--- src/rtl/ex_mem_pipe.sv ---
// EX/MEM pipeline register: captures execute results, holds them across memory
// stalls, turns flushed/invalid slots into bubbles and freezes after HALT retires.
module ex_mem_pipe #(
   parameter int DATA_W = 16,
   parameter int REG_W  = 3,
   parameter int CNT_W  = 16
) (
   input  logic              clk,
   input  logic              rst,
   input  logic              ex_valid,
   input  logic [DATA_W-1:0] ex_alu_result,
   input  logic [DATA_W-1:0] ex_write_data,
   input  logic              ex_mem_read,
   input  logic              ex_mem_write,
   input  logic              ex_halt,
   input  logic              ex_reg_write,
   input  logic [REG_W-1:0]  ex_write_reg,
   input  logic              flush,
   input  logic              mem_stall,
   output logic [DATA_W-1:0] mem_addr,
   output logic [DATA_W-1:0] mem_write_data,
   output logic              mem_read,
   output logic              mem_write,
   output logic              mem_halt,
   output logic              mem_reg_write,
   output logic [REG_W-1:0]  mem_write_reg,
   output logic              mem_valid,
   output logic              ex_stall,
   output logic              halted,
   output logic [CNT_W-1:0]  stall_cycles
);

   typedef enum logic [1:0] {
      S_RUN    = 2'd0,
      S_WAIT   = 2'd1,
      S_HALTED = 2'd2
   } state_t;

   state_t            r_state;
   state_t            w_state_nxt;
   logic [DATA_W-1:0] r_addr;
   logic [DATA_W-1:0] r_write_data;
   logic              r_read;
   logic              r_write;
   logic              r_halt;
   logic              r_reg_write;
   logic [REG_W-1:0]  r_write_reg;
   logic              r_valid;
   logic [CNT_W-1:0]  r_stall_cycles;

   logic w_frozen;
   logic w_capture;
   logic w_retire_halt;
   logic w_load;

   assign w_frozen      = (r_state == S_HALTED);
   assign w_capture     = !w_frozen && !mem_stall;
   // A valid HALT sitting in the slot retires on the first unstalled edge instead of capturing.
   assign w_retire_halt = w_capture && r_valid && r_halt;
   assign w_load        = ex_valid && !flush;

   // NOTE: every signal assigned in always_comb gets a default first so no latch is inferred.
   always_comb begin
      w_state_nxt = r_state;
      case (r_state)
         S_RUN:    if (mem_stall) w_state_nxt = S_WAIT;
                   else if (w_retire_halt) w_state_nxt = S_HALTED;
         S_WAIT:   if (!mem_stall) w_state_nxt = w_retire_halt ? S_HALTED : S_RUN;
         S_HALTED: w_state_nxt = S_HALTED;
         default:  w_state_nxt = S_RUN;
      endcase
   end

   // NOTE: sequential state uses non-blocking assignments so all registers update together.
   always_ff @(posedge clk or negedge rst) begin
      if (!rst) begin
         r_state <= S_RUN;
      end else begin
         r_state <= w_state_nxt;
      end
   end

   always_ff @(posedge clk or negedge rst) begin
      if (!rst) begin
         r_addr       <= '0;
         r_write_data <= '0;
         r_read       <= 1'b0;
         r_write      <= 1'b0;
         r_halt       <= 1'b0;
         r_reg_write  <= 1'b0;
         r_write_reg  <= '0;
         r_valid      <= 1'b0;
      end else if (w_retire_halt) begin
         r_read      <= 1'b0;
         r_write     <= 1'b0;
         r_reg_write <= 1'b0;
         r_valid     <= 1'b0;
      end else if (w_capture) begin
         if (w_load) begin
            r_addr       <= ex_alu_result;
            r_write_data <= ex_write_data;
            r_read       <= ex_mem_read;
            r_write      <= ex_mem_write;
            r_halt       <= ex_halt;
            r_reg_write  <= ex_reg_write;
            r_write_reg  <= ex_write_reg;
            r_valid      <= 1'b1;
         end else begin
            r_read      <= 1'b0;
            r_write     <= 1'b0;
            r_halt      <= 1'b0;
            r_reg_write <= 1'b0;
            r_valid     <= 1'b0;
         end
      end
   end

   always_ff @(posedge clk or negedge rst) begin
      if (!rst) begin
         r_stall_cycles <= '0;
      end else if (mem_stall && !w_frozen && (r_stall_cycles != {CNT_W{1'b1}})) begin
         r_stall_cycles <= r_stall_cycles + 1'b1;
      end
   end

   assign mem_addr       = r_addr;
   assign mem_write_data = r_write_data;
   assign mem_read       = r_read;
   assign mem_write      = r_write;
   assign mem_halt       = r_halt;
   assign mem_reg_write  = r_reg_write;
   assign mem_write_reg  = r_write_reg;
   assign mem_valid      = r_valid;
   assign halted         = w_frozen;
   assign ex_stall       = mem_stall || w_frozen;
   assign stall_cycles   = r_stall_cycles;

endmodule

--- config.mk ---
export PLATFORM = sky130hd
export DESIGN_NAME = ex_mem_pipe
export DESIGN_NICKNAME = d
export VERILOG_FILES = /design/src/rtl/ex_mem_pipe.sv
export SDC_FILE = /design/constraint.sdc
export NUM_CORES = 1
export LEC_CHECK = 0
export BUFFER_PORTS_ARGS = -buffer_cell sky130_fd_sc_hd__buf_4
export CORE_MARGIN = 2
export CORE_UTILIZATION = 30
export DETAILED_ROUTE_END_ITERATION = 10
export MAX_ROUTING_LAYER = met4
export PLACE_DENSITY = 0.59
export SLEW_MARGIN = 20
export SYNTH_ARGS = -nofsm -noshare
export SYNTH_HDL_FRONTEND = slang
export SYNTH_SLANG_ARGS = --single-unit
--- constraint.sdc ---
create_clock -name clk -period 2 [get_ports clk]
set_input_delay 0.3 -clock clk [delete_from_list [all_inputs] [get_ports clk]]
set_output_delay 0.3 -clock clk [all_outputs]
set_load 0.05 [all_outputs]
# Yosys cells after proc, flatten, opt, wreduce, memory -nomap -nowiden
# Index checks and enable logic that the tools add are counted.
[word_totals]
regBits = 58
in_bits = 44
out_inout_bits = 58
[classes]
n_addsub = 1
eq_ne = 5
muxes = 18
n_bitwise = 1
reduce_logical = 15
[op_table]
columns = ["operator", "count"]
rows = [
  ["16-bit by 1-bit adder with 16-bit output (second input constant)", 1],
  ["16-bit != test (second input constant)", 1],
  ["1-bit 2-to-1 mux", 13],
  ["2-bit 2-to-1 mux", 4],
  ["1-bit logical AND", 6],
  ["2-bit one-hot mux with 3 select lines", 1],
  ["2-bit AND reduction", 2],
  ["1-bit logical NOT", 3],
  ["3-bit != test (second input constant)", 1],
  ["3-bit AND reduction", 1],
  ["2-bit by 1-bit equality test with 1-bit output (second input constant)", 1],
  ["2-bit equality test (second input constant)", 1],
  ["2-bit logical NOT", 1],
  ["2-bit != test (second input constant)", 1],
  ["2-bit nonzero test", 1],
  ["1-bit logical OR", 1],
  ["1-bit NOT", 1],
]

# Longest topological paths before layout
# Gate-level depths: netlist (run 1).
[logic_depth]
depth_word = 8
depth_mapped = 6
ltp_nobuf = 5

# Worst setup path after synthesis (run 1)
# No wires, ideal clock.
[synth_path]
path_type = "reg2reg"
from = "reg r_stall_cycles[0], in the netlist stall_cycles[0]"
to = "reg r_stall_cycles[1], in the netlist stall_cycles[1]"
setup_ps = 128
arrival_time_ps = 1911
t_required_ps = 1872
path_slack_ps = -39
stages_incl_launch_ff = 6
path_buffers = 0
path_cell_list = "dfrtp_1 ha_1 nand3_2 nor4_4 a21oi_2 mux2_1"
[synth_between]
elab_chain_cells = 2
[synth_rtl]
columns = ["item", "line", "text"]
rows = [
  ["start: declaration", "49", "logic [CNT_W-1:0] r_stall_cycles;"],
  ["start signal: assignment", "122", "r_stall_cycles <= r_stall_cycles + 1'b1;"],
  ["parallel branches: the longest is 2 deep, another holds 16-bit by 1-bit adder with 16-bit output", "n/a", ""],
]
# Several ways; the timed one is not identified.
# A chain may end at the register's enable or synchronous reset.

# Final worst setup path (run 1)
# Ends and elaborated chain as after synthesis.

==> key figures, run 1 <==
Route
  • Routed len/inst: about 13 um
  • Vias: approximately 1.8k
  • Total Routed Length: a little over 5000 um
  • Post-route ant nets: 0
  • Vias/cell: between 4 and 5
  • Drt first pass iters: 4
  • DR iter-0 viols: just under 60
  • # DRC: 0

Synthesis
  • Syn Nets: 222
  • Largest cells by area after synthesis: dfrtp_1 60%, mux2_2 17%, xor2_1 2.2%
  • Top-area cell type share of the netlist area: between 50 and 60%
  • FF+latch count, synth: between 50 and 60
  • Cells after Synth: 177
  • Asr flop ratio synth: 100%
  • Yosys synthesis warning count: 0
  • Top cells by instance count after synthesis: 58 x dfrtp_1, 36 x mux2_2, 10 x nand2_1, 6 x xor2_1, 5 x nor3_1
  • Post-synth EDFFs: 0
  • Sequential fraction of the synthesis area: approximately three fifths
  • Post-synth cell types: 42
  • Mapped cell area: between 2000 and 2500 um2
  • Synthesized area per cell: ~14 um2
  • Most used DFF post-synth: dfrtp_1
  • Leading area contributor after synthesis: dfrtp_1
  • Most frequent cell after synthesis: dfrtp_1

Floorplan
  • Site Rows: 32
  • Die area: around 9000 um2
  • IO Count: roughly 100
  • Initial core utilization: 31.2%
  • Die height: between 90 and 100 um
  • Core area: between 7000 and 8000 um2
  • Die W: between 90 and 100 um

Power and ir drop
  • Logic pwr share: about 40%
  • Power Density: 1270 nW/um2
  • Sw Ratio: approximately 41%
  • Worst VDD drop: between 900 and 1000 uV
  • Clock power frac: a little under a quarter
  • Register share of total power: 36.6%
  • Internal Pwr Total: 2.62 mW
  • Net Switching: 1.85 mW
  • Total power: 4.47 mW
  • Static Leak: 1.65 nW

Clock network
  • CTS sink cnt: 58
  • H-tree levels: 3
  • TritonCTS Buffers: 9
  • Post_cts resized: 0
  • CTS root buf: clkbuf_8
  • Clock Tree Buf Depth: 2
  • CTS Hold Bufs: 0
  • Post-CTS setup buffer count: 0
  • CTS tree: built
  • Reg clk slew, reported paths: around 0.060 ns
  • Clk Latency, worst-skew pair: 0.33 ns

STA
  • Fmax: ~0.54 GHz
  • Slew HR: about 52%
  • Fin. max-slew vios: 0
  • RSZ-0062 raised after global routing: false
  • Setup TNS: 0 ns
  • # setup viols final: 0
  • Final period util: between 90% and 100%
  • Fin worst setup slack: roughly 0.16 ns
  • Final Hold Vio Count: 0
  • Fin crit period: around 1.8 ns
  • Worst-Margin Slew: between 0.7 and 0.8 ns
  • Setup Skew: 0.0119 ns

Final layout
  • Ant. Diodes: 0
  • Filler cells: roughly 760
  • Final Util: 45.2%
  • Fin nets: 331
  • Share of cells above drive strength 1: 58.6%
  • Register area: approximately 1500 um2
  • Layout area overhead: 44.8%
  • Area of the multi-input gates: between 900 and 1000 um2

Setup path
  • Worst EP required: about 2.2 ns
  • Kind of start point of the critical path: flip-flop
  • Worst setup EP type: flip-flop
  • CP Max Fanout: 7
  • Critical path arrival: around 2.1 ns
  • CP Class: flip-flop to flip-flop

Job
  • Max-cap violations: 0

Placement
  • # port buffers: slightly above 100
  • Pre-CTS setup slack: roughly 0.14 ns
  • HPWL after detailed placement: about 3800 um
  • RD Place Congestion: between 0.7 and 0.8

Global routing
  • Pin count of the biggest net entering global routing: between 50 and 60
  • Total congestion overflow: 0
  • Top Usage Layer GRT: met2
  • Vias in the first global route: roughly 1.7k
  • Initial antenna violation count: 0
  • GRT Total Usage: a little under an eighth
  • Global-route wire length before repair: 8000 um
  • Met1 Track Usage GR: 15.7%
  • GR met3 Demand/Resource: under 10%
  • Met2 usage: 17.1%

Status
  • Status: completed

Worst hold path
  • Worst hold path class: input port to asynchronous set/reset pin
-- final cells by class --
class,instances,area share (%)
clock buffers,10,3.92
well taps,102,3.64
inverters,5,0.535
multi-input cells,109,26.6
flip-flops and latches,58,41.4
repair buffers,103,22.4
clock inverters,5,1.57
-- stage by stage --
step / hold WS (ns) / cells / instance area (um2)
floorplan: 0.00441 / 177 / 2430
global placement: 0.423 / 377 / 3320
detailed placement: 0.420 / 377 / 3320
CTS: 0.0584 / 392 / 3510
global route: 0.0939 / 392 / 3510
finish: 0.0240 / 392 / 3510
-- layout by cell type (no fill, tap or decap), types with 2 or more instances in the layout --
master,Yosys,final
inv_1,4,4
and3_1,2,2
o21ai_0,2,2
nand3_1,3,3
a22o_1,3,3
buf_4,0,102
nand2_1,10,10
nor4b_1,2,2
and4_2,2,3
xor2_1,6,6
dfrtp_1,58,56
clkbuf_8,0,10
a31oi_1,3,3
clkinvlp_4,0,2
a21oi_1,4,4
xnor2_1,2,2
nand4_1,3,3
mux2_2,36,36
nor3_1,5,5
dfrtp_2,0,2
nor2_1,4,4
clkinv_2,0,2
-- critical path, cell delays in order (launching register included) --
cell and delay, ns:
dfrtp_2 0.41, ha_1 0.24, nand3_2 0.18, nor4_4 0.43
a21oi_2 0.14, mux2_1 0.33
-- logic make-up (layout without fill, tap and decap cells) --
family	Yosys count	after routing	share of synthesized area, %
buffers and inverters	10	123	1.75
multiplexers	38	38	17.6
XOR/XNOR	8	8	2.89
adder cells (fa/ha/maj)	1	1	0.516
flip-flops	58	58	59.9
AND/OR/NAND/NOR	43	43	12.0
AO/OA/AOI/OAI	19	19	5.42
-- path summary, 6_finish.rpt --
kind	slack (ns)	cells after the start	to	from
max	0.16	5	stall_cycles[1]$_DFFE_PN0P_	stall_cycles[0]$_DFFE_PN0P_
min	0.02	1	mem_addr[14]$_DFFE_PN0P_	rst
max reg2reg	0.16	5	stall_cycles[1]$_DFFE_PN0P_	stall_cycles[0]$_DFFE_PN0P_
min reg2reg	0.49	1	r_state[0]$_DFFE_PN0P_	r_state[1]$_DFFE_PN0P_
max in group asynchronous	1.47	1	stall_cycles[0]$_DFFE_PN0P_	rst
min in group clk	0.17	3	mem_halt$_DFFE_PN0P_	ex_halt
-- power groups by stage --
stage | Sequential (mW) | Combinational (mW) | Clock (mW)
after CTS | 1.64 | 1.80 | 1.09
after global placement | 1.65 | 1.79 | 0
after global routing | 1.68 | 1.87 | 1.15
after floorplan | 2.50 | 0.344 | 0
after detailed placement | 1.66 | 1.80 | 0
final | 1.63 | 1.78 | 1.05
-- layer usage --
metal | vias up | wire length (um)
met5 | - | 0
met4 | 0 | 76
met3 | 9 | 363
met2 | 75 | 2380
met1 | 868 | 2370
li1 | 860 | -
Power figures use the tool's default switching activity.
==> run 2: changes to the inputs <==
==> constraint.sdc (replaced) <==
create_clock -name clk -period 2 [get_ports clk]
set_input_delay 0.4 -clock clk [delete_from_list [all_inputs] [get_ports clk]]
set_output_delay 0.4 -clock clk [all_outputs]
set_load 0.05 [all_outputs]
==> run 2 against run 1 <==
Non-clock buffer count is 1 higher. Sequential cell count unchanged. Global-route usage rose by 0.26 points. Fmax is 0.51% lower. Sequential power about the same. Core utilization is 0.48 points higher. Critical path depth is the same. Cell area increased by 1.1%. Clock power up 11%. Via count shrank 0.17%. Clock skew fell by 0.0046 ns. Final cell count up 0.26%.
==> key figures, run 2 (synthesis results as in run 1) <==
Final layout
  • Final instance area: 3550 um2 (+1.1%)
  • Layout area overhead: 46.3%
  • Commonest non-fill, non-tap cell in the layout: buf_4
  • Most frequent cells in the layout: 103 x buf_4, 56 x dfrtp_1, 36 x mux2_2, 14 x clkbuf_8, 10 x nand2_1
  • Filler cells: 756 (+0.13%)
  • Final Util: 45.7% (+0.48 points)
  • Fin nets: 332 (+0.30%)
  • Ant. Diodes: 0 (unchanged)
  • Share of cells above drive strength 1: 58.8% (+0.14 points)

Floorplan
  • Initial core utilization: 31.2% (unchanged)
  • Core area: 7770 um2 (unchanged)
  • Die height: 93.9 um (unchanged)
  • IO Count: 102 (unchanged)
  • Site Rows: 32 (unchanged)
  • Die W: 93.9 um (unchanged)
  • Die area: 8820 um2 (unchanged)

STA
  • Final period util: 92.7% (+0.48 points)
  • Fin crit period: 1.85 ns (+0.00955 ns)
  • Fin. max-slew vios: 0 (unchanged)
  • Slew HR: 52.1% (+0.20 points)
  • RSZ-0062 raised after global routing: false
  • Worst-Margin Slew: 0.719 ns (-0.00305 ns)
  • Setup Skew: 0.00727 ns (-0.00459 ns)
  • # setup viols final: 0 (unchanged)
  • Fmax: 0.539 GHz (-0.51%)
  • Setup TNS: 0 ns (unchanged)
  • Final Hold Vio Count: 0 (unchanged)

Global routing
  • Vias in the first global route: 1,694 (-1.2%)
  • Total congestion overflow: 0 (unchanged)
  • GRT Total Usage: 12.2% (+0.26 points)
  • Pin count of the biggest net entering global routing: 59 (unchanged)
  • Global-route wire length before repair: 8110 um (+1.5%)
  • Initial antenna violation count: 0 (unchanged)

Clock network
  • TritonCTS Buffers: 9 (unchanged)
  • CTS root buf: clkbuf_8
  • H-tree levels: 3 (unchanged)
  • CTS sink cnt: 58 (unchanged)
  • CTS Hold Bufs: 0 (unchanged)
  • Post_cts resized: 0 (unchanged)
  • Clock Tree Buf Depth: 2 (unchanged)
  • CTS tree: built
  • Reg clk slew, reported paths: 0.06 ns (about the same)
  • Post-CTS setup buffer count: 0 (unchanged)
  • Clk Latency, worst-skew pair: 0.33 ns (about the same)

Route
  • Total Routed Length: 5290 um (+2.0%)
  • DR iter-0 viols: 73 (+24%)
  • Drt first pass iters: 4 (unchanged)
  • # DRC: 0 (unchanged)
  • Vias: 1,809 (-0.17%)
  • Post-route ant nets: 0 (unchanged)
  • Vias/cell: 4.60 (-0.42%)
  • Routed len/inst: 13.5 um (+1.7%)

Setup path
  • Worst setup EP type: flip-flop
  • Kind of start point of the critical path: flip-flop
  • Worst EP required: 2.20 ns (about the same)
  • CP Max Fanout: 7 (unchanged)
  • Critical path arrival: 2.06 ns (about the same)
  • CP Class: flip-flop to flip-flop

Placement
  • # port buffers: 101 (unchanged)
  • Post-DP Area: 3330 um2 (+0.23%)
  • RD Place Congestion: 0.732 (-2.8%)
  • HPWL after detailed placement: 3880 um (+3.2%)

Power and ir drop
  • Static Leak: 1.68 nW (+1.6%)
  • Total power: 4.61 mW (+3.1%)
  • Worst VDD drop: 745 uV (-23%)
  • Power Density: 1300 nW/um2 (+2.0%)

Worst hold path
  • Worst hold path class: input port to asynchronous set/reset pin

Status
  • Status: completed

Job
  • Max-cap violations: 0 (unchanged)
## run 2: final cells by class
| cell class | instances | area, um2 | area share [%] |
|---|---|---|---|
| multi-input combinational | 109 | 932 | 26.3 |
| tap | 102 | 128 | 3.60 |
| inverter | 5 | 18.8 | 0.529 |
| timing repair buffer | 104 | 793 | 22.4 |
| clock inverter | 1 | 30.0 | 0.846 |
| clock buffer | 14 | 193 | 5.43 |
| sequential | 58 | 1450 | 41.0 |
## run 2: layer usage
| layer | vias to the layer above | GRT usage [%] | share of wire (%) |
|---|---|---|---|
| met3 | 11 | 3.29 | 6.9 |
| met1 | 869 | 16.2 | 46 |
| met4 | 0 | 5.43 | 1.6 |
| met2 | 74 | 17.6 | 45 |
| li1 | 855 | - | - |
| met5 | - | - | 0 |
## run 2: worst max-delay path, stage by stage (launching register included)
cell and delay, ns:
dfrtp_2 0.41, ha_1 0.24, nand3_2 0.19, nor4_4 0.40, a21oi_2 0.15, mux2_1 0.34
## run 2: per-stage QoR
step | cells | setup slack [ns] | hold slack (ns)
4_1_cts | 393 | 0.162 | 0.151
6_report | 393 | 0.146 | 0.120
5_1_grt | 393 | 0.0464 | 0.189
3_3_place_gp | 378 | 0.255 | 0.468
3_5_place_dp | 378 | 0.185 | 0.476
2_1_floorplan | 177 | 0.0629 | 0.104
## run 2: final timing paths
check	start	endpoint	slack [ns]	cells past startpoint
setup / recovery	stall_cycles[0]$_DFFE_PN0P_	stall_cycles[1]$_DFFE_PN0P_	0.15	5
hold / removal	rst	mem_addr[14]$_DFFE_PN0P_	0.12	1
setup reg to reg	stall_cycles[0]$_DFFE_PN0P_	stall_cycles[1]$_DFFE_PN0P_	0.15	5
hold reg to reg	r_state[1]$_DFFE_PN0P_	r_state[0]$_DFFE_PN0P_	0.49	1
max in group asynchronous	rst	stall_cycles[1]$_DFFE_PN0P_	1.37	1
min in group clk	ex_halt	mem_halt$_DFFE_PN0P_	0.27	3
## run 2: power by group
group | internal, mW | switching, mW
Combinational | 0.598 | 1.20
Sequential | 1.43 | 0.211
Clock | 0.739 | 0.432
==> run 3: changes to the inputs <==
- CORE_UTILIZATION: 30 -> 47
- PLACE_DENSITY: 0.59 -> 0.84
==> run 3 against run 2 <==
Core utilization rose by 24 points. Combinational power barely moved. Non-clock buffer count fell by 2. Cell area fell by 0.71%. Sequential power barely moved. Via count rose by 3.7%. Global-route usage rose by 8.2 points. Sequential cell count did not move. Critical path depth did not move. Largest cell class unchanged.
==> key figures, run 3 (synthesis results as in run 1) <==
Status
  • Status: completed

STA
  • # setup viols final: 0 (unchanged)
  • Fin crit period: 1.85 ns (-0.00251 ns)
  • Setup Skew: 0.00748 ns (+0.000213 ns)
  • Final period util: 92.6% (-0.13 points)
  • Fmax: 0.540 GHz (+0.14%)
  • Hold Slack: 0.111 ns (-0.00890 ns)
  • RSZ-0062 raised after global routing: false
  • Slew HR: 51.8% (-0.24 points)
  • Setup TNS: 0 ns (unchanged)
  • Fin. max-slew vios: 0 (unchanged)
  • Final Hold Vio Count: 0 (unchanged)
  • Worst-Margin Slew: 0.722 ns (+0.00353 ns)

Power and ir drop
  • Logic pwr share: 37.4% (-1.6 points)
  • Register share of total power: 34.4% (-1.2 points)
  • Sw Ratio: 39.3% (-0.70 points)
  • Static Leak: 1.68 nW (-0.16%)
  • Internal Pwr Total: 2.92 mW (+5.5%)
  • Power Density: 1360 nW/um2 (+5.0%)
  • Net Switching: 1.89 mW (+2.4%)
  • Worst VDD drop: 1050 uV (+40%)
  • Clock power frac: 28.2% (+2.8 points)

Placement
  • HPWL after detailed placement: 3830 um (-1.3%)
  • Post-DP Area: 3270 um2 (-1.7%)
  • # port buffers: 101 (unchanged)
  • RD Place Congestion: 0.858 (+17%)
  • Dpl cells: 344 (-9.0%)

Final layout
  • Filler cells: 377 (-50%)
  • Final Util: 69.9% (+24 points)
  • Commonest non-fill, non-tap cell in the layout: buf_4
  • Fin nets: 330 (-0.60%)
  • Most frequent cells in the layout: 101 x buf_4, 56 x dfrtp_1, 36 x mux2_2, 11 x clkbuf_8, 10 x nand2_1
  • Post-Layout Cell Count: 360 (-8.4%)
  • Ant. Diodes: 0 (unchanged)
  • Share of cells above drive strength 1: 58.3% (-0.49 points)
  • Layout area overhead: 45.3%
  • Final instance area: 3520 um2 (-0.71%)

Setup path
  • Buf/Inv on CP: 0 (unchanged)
  • Slowest stage delay, CP: 0.42 ns (about the same)
  • Worst setup EP type: flip-flop
  • Crit-path cells: ha_1 > nand3_2 > nor4_4 > a21oi_2 > mux2_1
  • CP Class: flip-flop to flip-flop
  • CP Max Fanout: 7 (unchanged)
  • Critical path arrival: 2.07 ns (about the same)
  • CP top delay family: simple AND/OR/NAND/NOR gates
  • Critical-path top delay cell: nor4_4
  • Kind of start point of the critical path: flip-flop
  • Worst EP required: 2.21 ns (about the same)

Clock network
  • Clock Tree Buf Depth: 2 (unchanged)
  • CTS Hold Bufs: 0 (unchanged)
  • CTS root buf: clkbuf_8
  • CTS tree: built
  • Post_cts resized: 0 (unchanged)
  • Clk Latency, worst-skew pair: 0.34 ns (about the same)
  • TritonCTS Buffers: 9 (unchanged)
  • H-tree levels: 3 (unchanged)
  • CTS sink cnt: 58 (unchanged)
  • Post-CTS setup buffer count: 0 (unchanged)
  • Reg clk slew, reported paths: 0.07 ns (about the same)

Route
  • Total Routed Length: 5410 um (+2.4%)
  • # DRC: 0 (unchanged)
  • Routed len/inst: 15.0 um (+12%)
  • Drt first pass iters: 4 (unchanged)
  • DR iter-0 viols: 69 (-5.5%)
  • Vias: 1,876 (+3.7%)
  • Post-route ant nets: 0 (unchanged)
  • Vias/cell: 5.21 (+13%)

Floorplan
  • IO Count: 102 (unchanged)
  • Initial core utilization: 48.1% (+17 points)
  • Die W: 75.8 um (-19%)
  • Site Rows: 26 (-19%)
  • Core area: 5040 um2 (-35%)
  • Die height: 75.8 um (-19%)
  • Die area: 5750 um2 (-35%)

Global routing
  • Initial antenna violation count: 0 (unchanged)
  • Total congestion overflow: 0 (unchanged)
  • Pin count of the biggest net entering global routing: 59 (unchanged)
  • GRT Total Usage: 20.4% (+8.2 points)
  • Vias in the first global route: 1,834 (+8.3%)
  • Global-route wire length before repair: 8350 um (+2.9%)

Job
  • Max-cap violations: 0 (unchanged)

Worst hold path
  • Worst hold path class: input port to asynchronous set/reset pin
-- run 3: per-layer routing --
| layer | global-route usage [%] | part of all wire [%] | up-vias |
|---|---|---|---|
| li1 | - | - | 859 |
| met4 | 10.7 | 1.9 | 0 |
| met2 | 32.9 | 50 | 87 |
| met1 | 23.0 | 41 | 917 |
| met3 | 5.69 | 7.5 | 13 |
| met5 | - | 0 | - |
-- run 3: power by group through the flow --
stage                     combinational, mW  clock, mW  sequential (mW)
after floorplan                       0.344          0             2.50
after global placement                 1.78          0             1.64
after detailed placement               1.80          0             1.67
after CTS                              1.81       1.38             1.65
after global routing                   1.88       1.44             1.68
final                                  1.80       1.35             1.65
-- run 3: worst reg2reg max path: stages, from the launching register on --
cell	delay, ns
dfrtp_2	0.41
ha_1	0.25
nand3_2	0.19
nor4_4	0.42
a21oi_2	0.15
mux2_1	0.33
-- run 3: worst paths after layout --
path                                        startpoint                           to  slack, ns  depth (start not counted)
max in group asynchronous                          rst  stall_cycles[1]$_DFFE_PN0P_       1.35                          1
max                        stall_cycles[0]$_DFFE_PN0P_  stall_cycles[1]$_DFFE_PN0P_       0.15                          5
min reg2reg                     r_state[1]$_DFFE_PN0P_       r_state[0]$_DFFE_PN0P_       0.49                          1
min in group clk                               ex_halt         mem_halt$_DFFE_PN0P_       0.27                          3
max reg2reg                stall_cycles[0]$_DFFE_PN0P_  stall_cycles[1]$_DFFE_PN0P_       0.15                          5
min                                                rst      mem_addr[4]$_DFFE_PN0P_       0.11                          1
-- run 3: cell type report --
class | count | area, um2 | share of cell area [%]
inverters | 5 | 18.8 | 0.533
clock buffers | 12 | 155 | 4.40
multi-input cells | 109 | 932 | 26.5
flip-flops and latches | 58 | 1450 | 41.3
clock inverters | 4 | 97.6 | 2.77
well taps | 70 | 87.6 | 2.49
repair buffers | 102 | 778 | 22.1
-- run 3: metrics by stage --
stage	power [mW]	worst slack [ns]
after floorplan	2.85	0.0629
after global placement	3.42	0.273
after detailed placement	3.47	0.200
after CTS	4.84	0.149
after global routing	5.00	0.00341
final	4.80	0.148
